$ cat config.mk
export PLATFORM = sky130hd
export DESIGN_NAME = mcb_frame_writer
export DESIGN_NICKNAME = d
export VERILOG_FILES = /design/src/rtl/mcb_pkg.sv /design/src/rtl/bit_sync.sv /design/src/rtl/mcb_frame_writer.sv
export SDC_FILE = /design/constraint.sdc
export NUM_CORES = 1
export LEC_CHECK = 0
export ABC_AREA = 1
export BUFFER_PORTS_ARGS = -buffer_cell sky130_fd_sc_hd__buf_2
export CORE_MARGIN = 3
export CORE_UTILIZATION = 25
export CTS_BUF_LIST = sky130_fd_sc_hd__clkbuf_8
export DETAILED_ROUTE_END_ITERATION = 8
export PLACE_DENSITY = 0.45
export SKIP_CTS_REPAIR_TIMING = 1
export SKIP_LAST_GASP = 1
export SYNTH_ARGS = -nofsm -noshare
export SYNTH_HDL_FRONTEND = slang
export SYNTH_SLANG_ARGS = --single-unit
$ cat constraint.sdc
create_clock -name clk -period 4.07 [get_ports clk]
set_input_delay 0.814 -clock clk [delete_from_list [all_inputs] [get_ports clk]]
set_output_delay 0.814 -clock clk [all_outputs]
set_load 0.1 [all_outputs]
$ cat src/rtl/mcb_pkg.sv
// -----------------------------------------------------------------------------
// mcb_pkg
// Shared definitions for the Spartan-6 MCB user-port blocks:
//   - MCB command instruction encodings
//   - frame writer state encoding
//   - bytes-per-word helper
// -----------------------------------------------------------------------------
package mcb_pkg;

  localparam logic [2:0] MCB_CMD_WR      = 3'b000;
  localparam logic [2:0] MCB_CMD_RD      = 3'b001;
  localparam logic [2:0] MCB_CMD_WR_AP   = 3'b010;
  localparam logic [2:0] MCB_CMD_RD_AP   = 3'b011;
  localparam logic [2:0] MCB_CMD_REFRESH = 3'b100;

  typedef enum logic [1:0] {
    WS_CALIB   = 2'd0,
    WS_FILL    = 2'd1,
    WS_ISSUE   = 2'd2,
    WS_ADVANCE = 2'd3
  } writer_state_e;

  // Bytes carried by one MCB data word.
  function automatic int bytes_per_word(input int data_w);
    return data_w / 8;
  endfunction

endpackage

$ cat src/rtl/bit_sync.sv
// -----------------------------------------------------------------------------
// bit_sync
// Two-flop synchroniser for a single slow level signal (e.g. MCB calib_done).
// Ports:
//   clk     in   destination clock
//   reset   in   asynchronous, active-high
//   i_async in   asynchronous level
//   o_sync  out  level synchronised to clk (2-cycle latency)
// -----------------------------------------------------------------------------
module bit_sync (
  input  logic clk,
  input  logic reset,
  input  logic i_async,
  output logic o_sync
);

  logic r_meta;
  logic r_sync;

  // NOTE: the synchroniser flops are reset too, so leaving reset always costs
  // the full 2-cycle latency before a held-high input is seen.
  always_ff @(posedge clk or posedge reset) begin
    if (reset) begin
      r_meta <= 1'b0;
      r_sync <= 1'b0;
    end else begin
      r_meta <= i_async;
      r_sync <= r_meta;
    end
  end

  assign o_sync = r_sync;

endmodule

$ cat src/rtl/mcb_frame_writer.sv
// -----------------------------------------------------------------------------
// mcb_frame_writer
// Packs a valid/ready pixel word stream into fixed-length MCB write bursts,
// issues one WR command per burst and walks a frame pointer through a frame
// buffer. Optional ping-pong between two buffers.
//
// Build option: MCB_FRAME_DOUBLE_BUFFER_EN
//   defined   -> ping-pong between FRAME0_BASE and FRAME1_BASE
//   undefined -> single buffer at FRAME0_BASE, write_buf/disp_buf tied 0
//
// Ports:
//   clk, reset (async, active-high), calib_done (async, synchronised here)
//   src_valid/src_data/src_ready     pixel word stream in
//   frame_sync                       restart current frame at word 0
//   frame_done                       pulse: last command of a frame issued
//   write_buf/disp_buf               buffer being written / last complete
//   sync_abort                       sticky: frame_sync arrived mid-frame
//   p_cmd_*                          MCB command port
//   p_wr_*                           MCB write data port
// -----------------------------------------------------------------------------
module mcb_frame_writer
  import mcb_pkg::*;
#(
  parameter int DATA_W      = 32,
  parameter int BURST_LEN   = 16,
  parameter int FRAME_WORDS = 76800,
  parameter int ADDR_W      = 30,
  parameter int FRAME0_BASE = 0,
  parameter int FRAME1_BASE = 307200
) (
  input  logic                clk,
  input  logic                reset,
  input  logic                calib_done,
  input  logic                src_valid,
  input  logic [DATA_W-1:0]   src_data,
  output logic                src_ready,
  input  logic                frame_sync,
  output logic                frame_done,
  output logic                write_buf,
  output logic                disp_buf,
  output logic                sync_abort,
  input  logic                p_cmd_full,
  output logic                p_cmd_en,
  output logic [2:0]          p_cmd_instr,
  output logic [5:0]          p_cmd_bl,
  output logic [ADDR_W-1:0]   p_cmd_byte_addr,
  input  logic                p_wr_full,
  output logic                p_wr_en,
  output logic [DATA_W-1:0]   p_wr_data,
  output logic [DATA_W/8-1:0] p_wr_mask
);

  localparam int BPW    = bytes_per_word(DATA_W);
  localparam int PTR_W  = $clog2(FRAME_WORDS + 1);
  localparam int BEAT_W = $clog2(BURST_LEN + 1);

  localparam logic [1:0] ST_CALIB   = 2'(WS_CALIB);
  localparam logic [1:0] ST_FILL    = 2'(WS_FILL);
  localparam logic [1:0] ST_ISSUE   = 2'(WS_ISSUE);
  localparam logic [1:0] ST_ADVANCE = 2'(WS_ADVANCE);

  if (DATA_W != 32 && DATA_W != 64) begin : g_bad_data_w
    $error("mcb_frame_writer: DATA_W must be 32 or 64");
  end
  if (BURST_LEN < 1 || BURST_LEN > 64) begin : g_bad_burst
    $error("mcb_frame_writer: BURST_LEN must be 1..64");
  end
  if (FRAME_WORDS % BURST_LEN != 0) begin : g_bad_frame
    $error("mcb_frame_writer: FRAME_WORDS must be a multiple of BURST_LEN");
  end
  if ((FRAME0_BASE % (BURST_LEN * BPW)) != 0 ||
      (FRAME1_BASE % (BURST_LEN * BPW)) != 0) begin : g_bad_base
    $error("mcb_frame_writer: frame bases must be burst aligned");
  end

  logic [1:0]        r_state;
  logic [BEAT_W-1:0] r_beat;
  logic [PTR_W-1:0]  r_word_ptr;
  logic              r_sync_pend;
  logic              r_sync_abort;
  logic              r_frame_done;
  logic              r_cmd_en;
  logic [5:0]        r_cmd_bl;
  logic [ADDR_W-1:0] r_cmd_addr;
  logic              r_wr_en;
  logic [DATA_W-1:0] r_wr_data;

  logic              w_calib;
  logic              w_accept;
  logic              w_last_beat;
  logic [PTR_W-1:0]  w_ptr_next;
  logic              w_frame_end;
  logic              w_swap;
  logic              w_write_buf;
  logic              w_disp_buf;
  logic [ADDR_W-1:0] w_base;
  logic [ADDR_W-1:0] w_addr;

  bit_sync u_calib_sync (
    .clk     (clk),
    .reset   (reset),
    .i_async (calib_done),
    .o_sync  (w_calib)
  );

  // Ready depends only on state and FIFO full, so a full rising in the same
  // cycle as src_valid blocks the accept.
  assign src_ready   = (r_state == ST_FILL) && !p_wr_full;
  assign w_accept    = src_valid && src_ready;
  assign w_last_beat = (r_beat == BEAT_W'(BURST_LEN - 1));
  assign w_ptr_next  = r_word_ptr + PTR_W'(BURST_LEN);
  assign w_frame_end = (w_ptr_next == PTR_W'(FRAME_WORDS));
  // A pending sync restarts the frame instead of completing it.
  assign w_swap      = (r_state == ST_ADVANCE) && !r_sync_pend && w_frame_end;
  assign w_addr      = w_base + ADDR_W'(r_word_ptr) * ADDR_W'(BPW);

`ifdef MCB_FRAME_DOUBLE_BUFFER_EN
  logic r_write_buf;
  logic r_disp_buf;

  always_ff @(posedge clk or posedge reset) begin
    if (reset) begin
      r_write_buf <= 1'b0;
      r_disp_buf  <= 1'b1;
    end else if (w_swap) begin
      r_disp_buf  <= r_write_buf;
      r_write_buf <= ~r_write_buf;
    end
  end

  assign w_write_buf = r_write_buf;
  assign w_disp_buf  = r_disp_buf;
  assign w_base      = r_write_buf ? ADDR_W'(FRAME1_BASE) : ADDR_W'(FRAME0_BASE);
`else
  assign w_write_buf = 1'b0;
  assign w_disp_buf  = 1'b0;
  assign w_base      = ADDR_W'(FRAME0_BASE);
`endif

  // NOTE: every register below is updated with non-blocking assignments so
  // that all of them see the pre-edge values of each other within the block.
  always_ff @(posedge clk or posedge reset) begin
    if (reset) begin
      r_state      <= ST_CALIB;
      r_beat       <= '0;
      r_word_ptr   <= '0;
      r_sync_pend  <= 1'b0;
      r_sync_abort <= 1'b0;
      r_frame_done <= 1'b0;
      r_cmd_en     <= 1'b0;
      r_cmd_bl     <= '0;
      r_cmd_addr   <= '0;
      r_wr_en      <= 1'b0;
      r_wr_data    <= '0;
    end else begin
      r_cmd_en     <= 1'b0;
      r_frame_done <= 1'b0;
      r_wr_en      <= w_accept;
      if (w_accept) begin
        r_wr_data <= src_data;
      end

      case (r_state)
        ST_CALIB: begin
          if (w_calib) begin
            r_state <= ST_FILL;
          end
        end
        ST_FILL: begin
          if (w_accept) begin
            r_beat <= r_beat + 1'b1;
            if (w_last_beat) begin
              r_state <= ST_ISSUE;
            end
          end
        end
        ST_ISSUE: begin
          // Entered one cycle after the last accept, so the command always
          // trails the burst's final p_wr_en by at least one cycle.
          if (!p_cmd_full) begin
            r_cmd_en   <= 1'b1;
            r_cmd_bl   <= 6'(BURST_LEN - 1);
            r_cmd_addr <= w_addr;
            r_state    <= ST_ADVANCE;
          end
        end
        default: begin  // ST_ADVANCE
          if (r_sync_pend || w_frame_end) begin
            r_word_ptr <= '0;
          end else begin
            r_word_ptr <= w_ptr_next;
          end
          r_frame_done <= w_swap;
          r_sync_pend  <= 1'b0;
          r_beat       <= '0;
          r_state      <= ST_FILL;
        end
      endcase

      // Placed after the case so a sync seen during ADVANCE is kept pending
      // for the following ADVANCE rather than lost by the clear above.
      if (frame_sync && r_state != ST_CALIB) begin
        if (r_state == ST_FILL && r_beat == '0) begin
          if (r_word_ptr != '0) begin
            r_word_ptr   <= '0;
            r_sync_abort <= 1'b1;
          end
        end else begin
          r_sync_pend  <= 1'b1;
          r_sync_abort <= 1'b1;
        end
      end
    end
  end

  assign frame_done      = r_frame_done;
  assign write_buf       = w_write_buf;
  assign disp_buf        = w_disp_buf;
  assign sync_abort      = r_sync_abort;
  assign p_cmd_en        = r_cmd_en;
  assign p_cmd_instr     = MCB_CMD_WR;
  assign p_cmd_bl        = r_cmd_bl;
  assign p_cmd_byte_addr = r_cmd_addr;
  assign p_wr_en         = r_wr_en;
  assign p_wr_data       = r_wr_data;
  assign p_wr_mask       = '0;

endmodule

==> flow_metrics.env, run 1 <==
export IMPL_crit_reg2reg_launch="r_state[1]$_DFFE_PP0P_"
export IMPL_crit_path_start_kind="register"
export IMPL_synth_yosys_seq_area_share_pct=53.1
export IMPL_grt_antenna_before_repair=0
export IMPL_io_pins=121
export IMPL_critPathSlowestCell="buf_2"
export IMPL_detail_route_wl_per_cell_um=11.6
export IMPL_type_of_the_worst_min_delay_path="register to register"
export IMPL_fin_setup_tns_ps=0
export IMPL_grt_first_pass_wirelength_um=14300
export IMPL_number_of_placed_cells_counting_well_taps=720
export IMPL_postSynthAreaPerCell_um2=8.42
export IMPL_fin_nets=598
export IMPL_cts_root_buf="clkbuf_8"
export IMPL_area_growth_syn_to_layout_pct=19.8
export IMPL_buffer_ports_inserted=96
export IMPL_path_common_cell="inv_1"
export IMPL_largest_net_degree_at_the_start_of_global_routing=58
export IMPL_syn_inst=453
export IMPL_worst_endpoint_required_ps=3260
export IMPL_post_synth_instance_area_um2=3810
export IMPL_final_period_utilization_pct=64.9
export IMPL_worstSetupEndpointType="output port"
export IMPL_floorplan_die_area_um2=16800
export IMPL_final_antenna_net_count=0
export IMPL_grt_setup_unrepaired="no"
export IMPL_ctsLongestPathBuffers=2
export IMPL_tritoncts="built"
export IMPL_whs_endpoint="u_calib_sync.o_sync$_DFF_PP0_"
export IMPL_rows=44
export IMPL_grt_use_total_pct=10.8
export IMPL_critPathArrivalTime_ps=1830
export IMPL_final_cell_mix="159 x nand2_1, 96 x buf_2, 81 x dfrtp_1"
export IMPL_cpLargestDelayFamily="buffers and inverters"
export IMPL_place_ws_ps=1790
export IMPL_max_cap_viol_count=0
export IMPL_max_slew_margin_pct=41.9
export IMPL_layout_cells_most_common="nand2_1"
export IMPL_overflow=0
export IMPL_finalMaxSlewViolations=0
export IMPL_gp_congestion=0.793
export IMPL_warning_count_from_the_yosys_run=0
export IMPL_final_instance_count_excl_fill=735
export IMPL_final_layout_size_suffix_gt1_share_pct=22.3
export IMPL_status="finished, final reports clean"
export IMPL_path_cells="inv_1, ha_1, inv_1, nor2_1, buf_2"
export IMPL_final_min_clock_period_ps=2640
export IMPL_cts_max_level=3
export IMPL_tightest_slew_ps=871
export IMPL_detailedRoute_firstIterationViolations=153
export IMPL_start_util_pct=25.8
export IMPL_timing_reg2reg_worst_path_depth=13
export IMPL_max_stage_delay_ps=440
export IMPL_holdCritStartpoint="u_calib_sync.r_meta$_DFF_PP0_"
export IMPL_ys_ff_latch=81
export IMPL_final_hold_viol_count=0
export IMPL_detail_route_drc_violations=0
export IMPL_num_vias=2973
export IMPL_dr_pass1_iters=4
export IMPL_worst_path_buf_inv=3
export IMPL_detailed_place_hpwl_um=6180
export IMPL_post_route_worst_setup_slack_ps=1430
export IMPL_reg_to_reg_endpoint="r_beat[3]$_DFFE_PP0P_"
export IMPL_totalWireLength_um=8560
export IMPL_finalSetupViolCount=0
export IMPL_clock_sinks=81
export IMPL_maximum_fanout_along_the_worst_path=4
export IMPL_antenna_cells_inserted=0
export IMPL_path_class="register to output port"
export IMPL_whs_path_depth=0
export IMPL_detail_route_vias_per_cell=4.04
export IMPL_max_clock_freq_mhz=378
export IMPL_fin_worst_skew_ps=10.4
export IMPL_yosysUniqueCellTypes=26
export IMPL_num_cts_buffers=9
export IMPL_r2r_setup_slack_ps=1880
export IMPL_clkTransAtPathRegs_ps=80
export IMPL_vias_in_the_first_global_route=2983
export IMPL_core_area_um2=14800
export IMPL_dieWidth_um=130
export IMPL_worst_skew_pair_late_latency_ps=360
export IMPL_chipHeight_um=130
==> metal layers <==
| metal | global-route usage [%] | share of wire (%) | vias to the layer above |
|---|---|---|---|
| met3 | 5.52 | 9.6 | 11 |
| li1 | - | - | 1536 |
| met2 | 16.0 | 43 | 101 |
| met5 | 0 | 0 | - |
| met1 | 13.6 | 46 | 1325 |
| met4 | 3.42 | 1.4 | 0 |
==> cell type report <==
| type | count | area [um^2] |
|---|---|---|
| fill | 1594 | 10200 |
| sequential | 81 | 2030 |
| multi-input combinational | 313 | 1450 |
| timing repair buffer | 99 | 503 |
| tap | 184 | 230 |
| inverter | 43 | 163 |
| clock buffer | 11 | 151 |
| clock inverter | 4 | 45.0 |
==> kinds of logic (layout without fill, tap and decap cells) <==
logic type	Yosys count	in the layout	synth area share, %
and+or+nand+nor	229	229	24.8
xor gates and xnor gates	4	4	0.919
DFF	81	81	53.1
AOI/OAI and AO/OA	44	44	6.00
adders and majority gates	12	12	3.94
other	1	24	0.0983
buffers and inverters	82	157	11.1
==> registers in the layout, indices dropped and copies added (netlist names) <==
name / cells
r_sync_pend: 1
p_cmd_bl: 1
r_word_ptr: 17
p_wr_en: 1
sync_abort: 1
p_cmd_byte_addr: 17
frame_done: 1
p_cmd_en: 1
u_calib_sync.r_meta: 1
u_calib_sync.o_sync: 1
r_beat: 5
r_state: 2
p_wr_data: 32
==> metrics by stage <==
step	cell area (um^2)	util (%)	hold WS, ps
global placement	4370	29.6	334
detailed placement	4370	29.6	337
finish	4570	31.0	352
floorplan	3900	-	331
global route	4570	31.0	370
CTS	4570	31.0	356
==> cells in the mapped netlist <==
cell | n | area share (%)
a21oi_1 | 7 | 0.92
buf_4 | 27 | 5.3
buf_6 | 2 | 0.59
clkbuf_1 | 10 | 0.98
clkinv_1 | 3 | 0.30
conb_1 | 1 | 0.098
dfrtp_1 | 81 | 53
ha_1 | 12 | 3.9
inv_1 | 40 | 3.9
nand2_1 | 159 | 16
nand2_2 | 3 | 0.49
nand2_4 | 2 | 0.59
nand3_1 | 13 | 1.7
nand4_1 | 7 | 1.1
nor2_1 | 39 | 3.8
nor2_2 | 2 | 0.33
nor2_4 | 1 | 0.30
nor3_1 | 1 | 0.13
nor3_4 | 1 | 0.43
o21ai_0 | 33 | 4.3
o21bai_1 | 1 | 0.20
o221ai_1 | 1 | 0.23
o22ai_1 | 2 | 0.33
or2_2 | 1 | 0.16
xnor2_1 | 1 | 0.23
xor2_1 | 3 | 0.69
==> worst max-delay path by stage <==
stage                      startpoint                      to  slack, ps  cells past startpoint
2_1_floorplan               p_wr_full  r_state[1]$_DFFE_PP0P_        800                      8
3_3_place_gp                p_wr_full               src_ready       1780                      3
5_1_grt        r_state[1]$_DFFE_PP0P_               src_ready       1260                      5
4_1_cts        r_state[1]$_DFFE_PP0P_               src_ready       1390                      5
6_report       r_state[1]$_DFFE_PP0P_               src_ready       1430                      5
3_5_place_dp                p_wr_full               src_ready       1790                      3
Power of run 1 is not shown: default switching activity piles up to over one toggle a cycle in this logic, so the estimate is an artifact.
==> inputs of run 2 (changes only) <==
--- a/config.mk
+++ b/config.mk
@@ -5,7 +5,7 @@
 export SDC_FILE = /design/constraint.sdc
 export NUM_CORES = 1
 export LEC_CHECK = 0
-export ABC_AREA = 1
+export ABC_AREA = 0
 export BUFFER_PORTS_ARGS = -buffer_cell sky130_fd_sc_hd__buf_2
 export CORE_MARGIN = 3
 export CORE_UTILIZATION = 25
==> constraint.sdc (replaced) <==
create_clock -name clk -period 2.55 [get_ports clk]
set_input_delay 0.51 -clock clk [delete_from_list [all_inputs] [get_ports clk]]
set_output_delay 0.51 -clock clk [all_outputs]
set_load 0.1 [all_outputs]
==> run 2 against run 1 <==
Core utilization about the same. Sequential share of layout area fell by 1.7 points. Via count is 0.91% lower. Synthesized cell count shrank 11%. First-iteration DRC count grew 22%. Worst hold slack worse by 170 ps. Flip-flop and latch count unchanged. Die area is 3.8% higher. Register-to-register slack got worse by 1700 ps. Critical path type is now register to register. Largest cell class unchanged.
==> flow_metrics.env, run 2 <==
export IMPL_busiest_layer="met2"
export IMPL_tritoncts="built"
export IMPL_synth_simple_area_share_pct=23.2
export IMPL_vias_in_the_first_global_route=3001
export IMPL_io_pins=121
export IMPL_synth_yosys_seq_area_share_pct=51.1
export IMPL_asyncSetResetFlopFracSynth_pct=100
export IMPL_use_met3_pct=3.59
export IMPL_grt_first_pass_wirelength_um=15100
export IMPL_dr_pass1_iters=4
export IMPL_synth_edff_count=0
export IMPL_rows=45
export IMPL_fin_setup_tns_ps=0
export IMPL_grt_use_total_pct=10.7
export IMPL_largest_net_degree_at_the_start_of_global_routing=41
export IMPL_largest_reg_flops=32
export IMPL_dieWidth_um=132
export IMPL_worstSetupEndpointType="register"
export IMPL_ys_dominant_reg_cell="dfrtp_1"
export IMPL_r2r_setup_slack_ps=200
export IMPL_synth_largest_type_area_fraction_pct=51.1
export IMPL_final_period_utilization_pct=92.1
export IMPL_postSynthAreaPerCell_um2=9.84
export IMPL_layout_cells_most_common="nand2_1"
export IMPL_detail_route_drc_violations=0
export IMPL_ys_ff_latch=81
export IMPL_synth_compound_area_share_pct=5.65
export IMPL_yosysUniqueCellTypes=53
export IMPL_critPathArrivalTime_ps=2610
export IMPL_max_cap_viol_count=0
export IMPL_max_clock_freq_mhz=426
export IMPL_crit_reg2reg_launch="r_word_ptr[5]$_DFF_PP0_"
export IMPL_num_cts_buffers=9
export IMPL_reg_to_reg_endpoint="r_word_ptr[3]$_DFF_PP0_"
export IMPL_path_class="register to register"
export IMPL_maximum_fanout_along_the_worst_path=8
export IMPL_antenna_cells_inserted=0
export IMPL_tightest_slew_ps=523
export IMPL_yosys_area_share_xor_xnor_pct=2.40
export IMPL_final_layout_size_suffix_gt1_share_pct=30.0
export IMPL_total_power_uw=6330
export IMPL_finalMaxSlewViolations=0
export IMPL_cts_max_level=3
export IMPL_totalWireLength_um=9010
export IMPL_worst_ir_drop_vdd_uv=792
export IMPL_cellLeakagePower_uw=0.00249
export IMPL_grt_setup_unrepaired="no"
export IMPL_warning_count_from_the_yosys_run=0
export IMPL_detailedRoute_firstIterationViolations=186
export IMPL_finalSetupViolCount=0
export IMPL_detailed_place_hpwl_um=6520
export IMPL_syn_inst=403
export IMPL_final_min_clock_period_ps=2350
export IMPL_pwr_density_cell_nw_per_um2=1330
export IMPL_synth_area_leaders="dfrtp_1 51%, nand2_1 11%, buf_4 5.7%"
export IMPL_final_cell_mix="120 x nand2_1, 96 x buf_2, 80 x dfrtp_1"
export IMPL_largest_family_of_logic_cells_by_synthesized_area="simple AND/OR/NAND/NOR gates"
export IMPL_clkTransAtPathRegs_ps=80
export IMPL_start_util_pct=25.8
export IMPL_crit_path_start_kind="register"
export IMPL_worst_endpoint_required_ps=2810
export IMPL_area_growth_syn_to_layout_pct=19.9
export IMPL_core_area_um2=15400
export IMPL_cts_root_buf="clkbuf_8"
export IMPL_fin_worst_skew_ps=10.9
export IMPL_buffer_ports_inserted=96
export IMPL_max_slew_margin_pct=65.0
export IMPL_worst_skew_pair_late_latency_ps=360
export IMPL_chipHeight_um=132
export IMPL_floorplan_die_area_um2=17400
export IMPL_num_vias=2946
export IMPL_detail_route_vias_per_cell=4.14
export IMPL_ctsLongestPathBuffers=2
export IMPL_synth_largest_area_cell="dfrtp_1"
export IMPL_final_hold_viol_count=0
export IMPL_met2_usage_pct=16.0
export IMPL_fin_nets=547
export IMPL_clock_sinks=81
export IMPL_final_antenna_net_count=0
export IMPL_dominant_cell_by_count_in_the_synthesized_netlist="nand2_1"
export IMPL_post_synth_mux_area_share_pct=4.83
export IMPL_post_synth_instance_area_um2=3970
export IMPL_timing_reg2reg_worst_path_depth=7
export IMPL_gp_congestion=0.860
export IMPL_synth_cells_most_frequent="120 x nand2_1, 81 x dfrtp_1, 30 x buf_4"
export IMPL_overflow=0
export IMPL_detail_route_wl_per_cell_um=12.7
export IMPL_grt_antenna_before_repair=1
export IMPL_status="finished, final reports clean"
export IMPL_met1_usage_pct=13.8
export IMPL_synth_adder_area_share_pct=3.79
export IMPL_type_of_the_worst_min_delay_path="primary input to asynchronous set/reset pin"
## run 2: cell count changes after synthesis, moves of 5 or more
cell and delta:
nand2_1 -39, inv_1 -28, o21ai_0 -26, nor2_1 -18, mux2_2 +17, nand3_1 -7, nand2b_1 +6, and3_1 +5
## run 2: worst max-delay path by stage
stage,startpoint,slack [ps],end,depth (start not counted)
finish,r_word_ptr[5]$_DFF_PP0_,200,r_word_ptr[3]$_DFF_PP0_,7
global route,r_word_ptr[5]$_DFF_PP0_,20,r_word_ptr[2]$_DFF_PP0_,7
CTS,r_word_ptr[4]$_DFF_PP0_,150,r_word_ptr[3]$_DFF_PP0_,7
detailed placement,r_word_ptr[4]$_DFF_PP0_,170,r_word_ptr[3]$_DFF_PP0_,7
global placement,r_word_ptr[4]$_DFF_PP0_,270,r_word_ptr[2]$_DFF_PP0_,7
floorplan,r_state[1]$_DFFE_PP0P_,140,r_state[1]$_DFFE_PP0P_,8
## run 2: layer usage
layer  routed length (um)  up-vias  share of wire, %
met2                 4070      101                45
met1                 4060     1368                45
met4                  167        2               1.9
met5                   11        -              0.12
li1                     -     1458                 -
met3                  705       17               7.8
## run 2: cells by family after synthesis
family | Yosys count
XOR/XNOR | 10
other | 1
AND/OR/NAND/NOR | 193
AO/OA/AOI/OAI | 32
adder cells (fa/ha/maj) | 12
buffers and inverters | 57
multiplexers | 17
flip-flops | 81
## run 2: metrics by stage
step           std cells  util [%]  cell area, um^2  setup WS, ps  hold slack [ps]
2_1_floorplan        426         -             4060           138              331
3_3_place_gp         696      29.7             4570           267              338
3_5_place_dp         696      29.7             4570           166              335
4_1_cts              711      30.9             4750           153              176
5_1_grt              711      30.9             4760          20.5              207
6_report             711      30.9             4760           202              179
## run 2: report_power, final
| part | switching [uW] | internal (uW) | leakage (uW) | total (uW) |
|---|---|---|---|---|
| logic | 3010 | 560 | 0.00134 | 3570 |
| clock network | 482 | 444 | 0.0000967 | 926 |
| registers | 226 | 1610 | 0.00105 | 1830 |
| total | 3720 | 2610 | 0.00249 | 6330 |
## run 2: critical path, cell delays in order (launching register included)
cell,delay (ps)
dfrtp_1,480
ha_2,280
nand3_1,210
a2111oi_1,390
o21bai_1,190
nor4b_4,370
a21oi_2,130
and2_1,180
## run 2: layout make-up
cell class	instances	area, um^2
flip-flops and latches	81	2030
repair buffers	103	546
well taps	211	264
clock inverters	6	60.1
multi-input cells	288	1680
fillers	1608	10600
inverters	13	52.6
clock buffers	9	124
Note: power is estimated with default switching activity, not from simulation.
==> inputs of run 3 (changes only) <==
--- a/config.mk
+++ b/config.mk
@@ -5,7 +5,7 @@
 export SDC_FILE = /design/constraint.sdc
 export NUM_CORES = 1
 export LEC_CHECK = 0
-export ABC_AREA = 0
+export ABC_AREA = 1
 export BUFFER_PORTS_ARGS = -buffer_cell sky130_fd_sc_hd__buf_2
 export CORE_MARGIN = 3
 export CORE_UTILIZATION = 25
==> run 3 against run 2 <==
Register-to-register slack better by 240 ps. Non-clock buffer count fell by 2. Flip-flop and latch count did not move. First-iteration DRC count up 1.6%. Critical path depth shrank 2. Global-route usage up 0.33 points. Cell count is 3.4% higher. Sequential share of layout area up 1.6 points. Clock skew down 7.5 ps. Maximum frequency grew 1.8%. Via count rose by 1.7%. Critical endpoint is now src_ready.
==> flow_metrics.env, run 3 (synthesis gave the netlist of run 1 again) <==
export IMPL_status="finished, final reports clean"
export IMPL_max_cap_viol_count=0
export IMPL_number_of_placed_cells_counting_well_taps=722
export IMPL_path_common_cell="inv_1"
export IMPL_final_min_clock_period_ps=2310
export IMPL_critPathSlowestCell="buf_2"
export IMPL_path_cells="inv_1, ha_1, inv_1, nor2_4, buf_2"
export IMPL_fin_nets=600
export IMPL_path_class="register to output port"
export IMPL_core_area_um2=14800
export IMPL_detailedRoute_firstIterationViolations=189
export IMPL_gp_congestion=0.798
export IMPL_grt_setup_unrepaired="no"
export IMPL_finalSetupViolCount=0
export IMPL_grt_antenna_before_repair=1
export IMPL_finalMaxSlewViolations=0
export IMPL_worstSetupEndpointType="output port"
export IMPL_tritoncts="built"
export IMPL_rows=44
export IMPL_num_vias=2997
export IMPL_type_of_the_worst_min_delay_path="primary input to asynchronous set/reset pin"
export IMPL_detailed_place_hpwl_um=6530
export IMPL_totalWireLength_um=8920
export IMPL_multiInputGateArea_um2=1460
export IMPL_fin_worst_hold_slack_ps=225
export IMPL_num_cts_buffers=9
export IMPL_largest_net_degree_at_the_start_of_global_routing=41
export IMPL_maximum_fanout_along_the_worst_path=4
export IMPL_final_cell_mix="159 x nand2_1, 96 x buf_2, 81 x dfrtp_1"
export IMPL_clock_sinks=81
export IMPL_antenna_cells_inserted=0
export IMPL_final_instance_count_excl_fill=735
export IMPL_fin_worst_skew_ps=3.45
export IMPL_worst_skew_pair_late_latency_ps=350
export IMPL_critPathArrivalTime_ps=1800
export IMPL_detail_route_vias_per_cell=4.08
export IMPL_io_pins=121
export IMPL_cts_max_level=3
export IMPL_overflow=0
export IMPL_sequential_cell_area_um2=2030
export IMPL_max_slew_margin_pct=43.7
export IMPL_clkTransAtPathRegs_ps=80
export IMPL_layout_filler_cells=1590
export IMPL_detail_route_drc_violations=0
export IMPL_area_growth_syn_to_layout_pct=20.0
export IMPL_final_antenna_net_count=0
export IMPL_layout_cells_most_common="nand2_1"
export IMPL_vias_in_the_first_global_route=2987
export IMPL_fin_setup_tns_ps=0
export IMPL_final_period_utilization_pct=90.5
export IMPL_tightest_slew_ps=844
export IMPL_max_stage_delay_ps=440
export IMPL_grt_use_total_pct=11.0
export IMPL_final_layout_size_suffix_gt1_share_pct=22.7
export IMPL_final_hold_viol_count=0
export IMPL_grt_first_pass_wirelength_um=14600
export IMPL_worst_endpoint_required_ps=2040
export IMPL_max_clock_freq_mhz=433
export IMPL_detail_route_wl_per_cell_um=12.1
export IMPL_dieWidth_um=130
export IMPL_chipHeight_um=130
export IMPL_floorplan_die_area_um2=16800
export IMPL_buffer_ports_inserted=96
export IMPL_ctsLongestPathBuffers=2
export IMPL_start_util_pct=25.8
export IMPL_dr_pass1_iters=4
export IMPL_cts_root_buf="clkbuf_8"
export IMPL_crit_path_start_kind="register"
export IMPL_largest_reg_flops=32
[run 3: final timing paths]
check / start / cells after the start / to / slack, ps
worst max-delay path: r_state[1]$_DFFE_PP0P_ / 5 / src_ready / 240
worst min-delay path: reset / 2 / p_cmd_byte_addr[17]$_DFFE_PP0P_ / 220
worst max register to register: r_state[1]$_DFFE_PP0P_ / 12 / r_beat[3]$_DFFE_PP0P_ / 440
worst min register to register: u_calib_sync.r_meta$_DFF_PP0_ / 0 / u_calib_sync.o_sync$_DFF_PP0_ / 360
max in group asynchronous: reset / 3 / p_wr_data[4]$_DFFE_PP0P_ / 1700
min in group clk: calib_done / 1 / u_calib_sync.r_meta$_DFF_PP0_ / 260
[run 3: routing by layer]
metal  GRT usage, %  up-vias  part of all wire, %
li1               -     1536                    -
met1           13.4     1341                   44
met2           17.0      109                   45
met3           6.14        9                   10
met4           2.75        2                 0.95
met5              0        -                 0.15
[run 3: layout make-up]
type / count / share of cell area, %
timing repair buffer: 101 / 11.6
inverter: 43 / 3.61
tap: 184 / 5.03
clock inverter: 1 / 0.0820
sequential: 81 / 44.3
clock buffer: 12 / 3.61
multi-input combinational: 313 / 31.8
[run 3: metrics by stage]
stage                     util, %  cell area [um^2]  worst slack (ps)
after floorplan                 -              3910               251
after global placement       29.9              4410               560
after detailed placement     29.9              4410               412
after CTS                    31.0              4580               194
after global routing         31.0              4580               102
final                        31.0              4580               243
[run 3: worst max-delay path, delay by kind of cell, from the launching register on]
| kind | cells | cell delay [ps] |
|---|---|---|
| AND/OR/NAND/NOR | 1 | 100 |
| adder cells (fa/ha/maj) | 1 | 230 |
| buffers and inverters | 3 | 690 |
| flip-flops | 1 | 420 |
Power of run 3 is left out for the same reason.
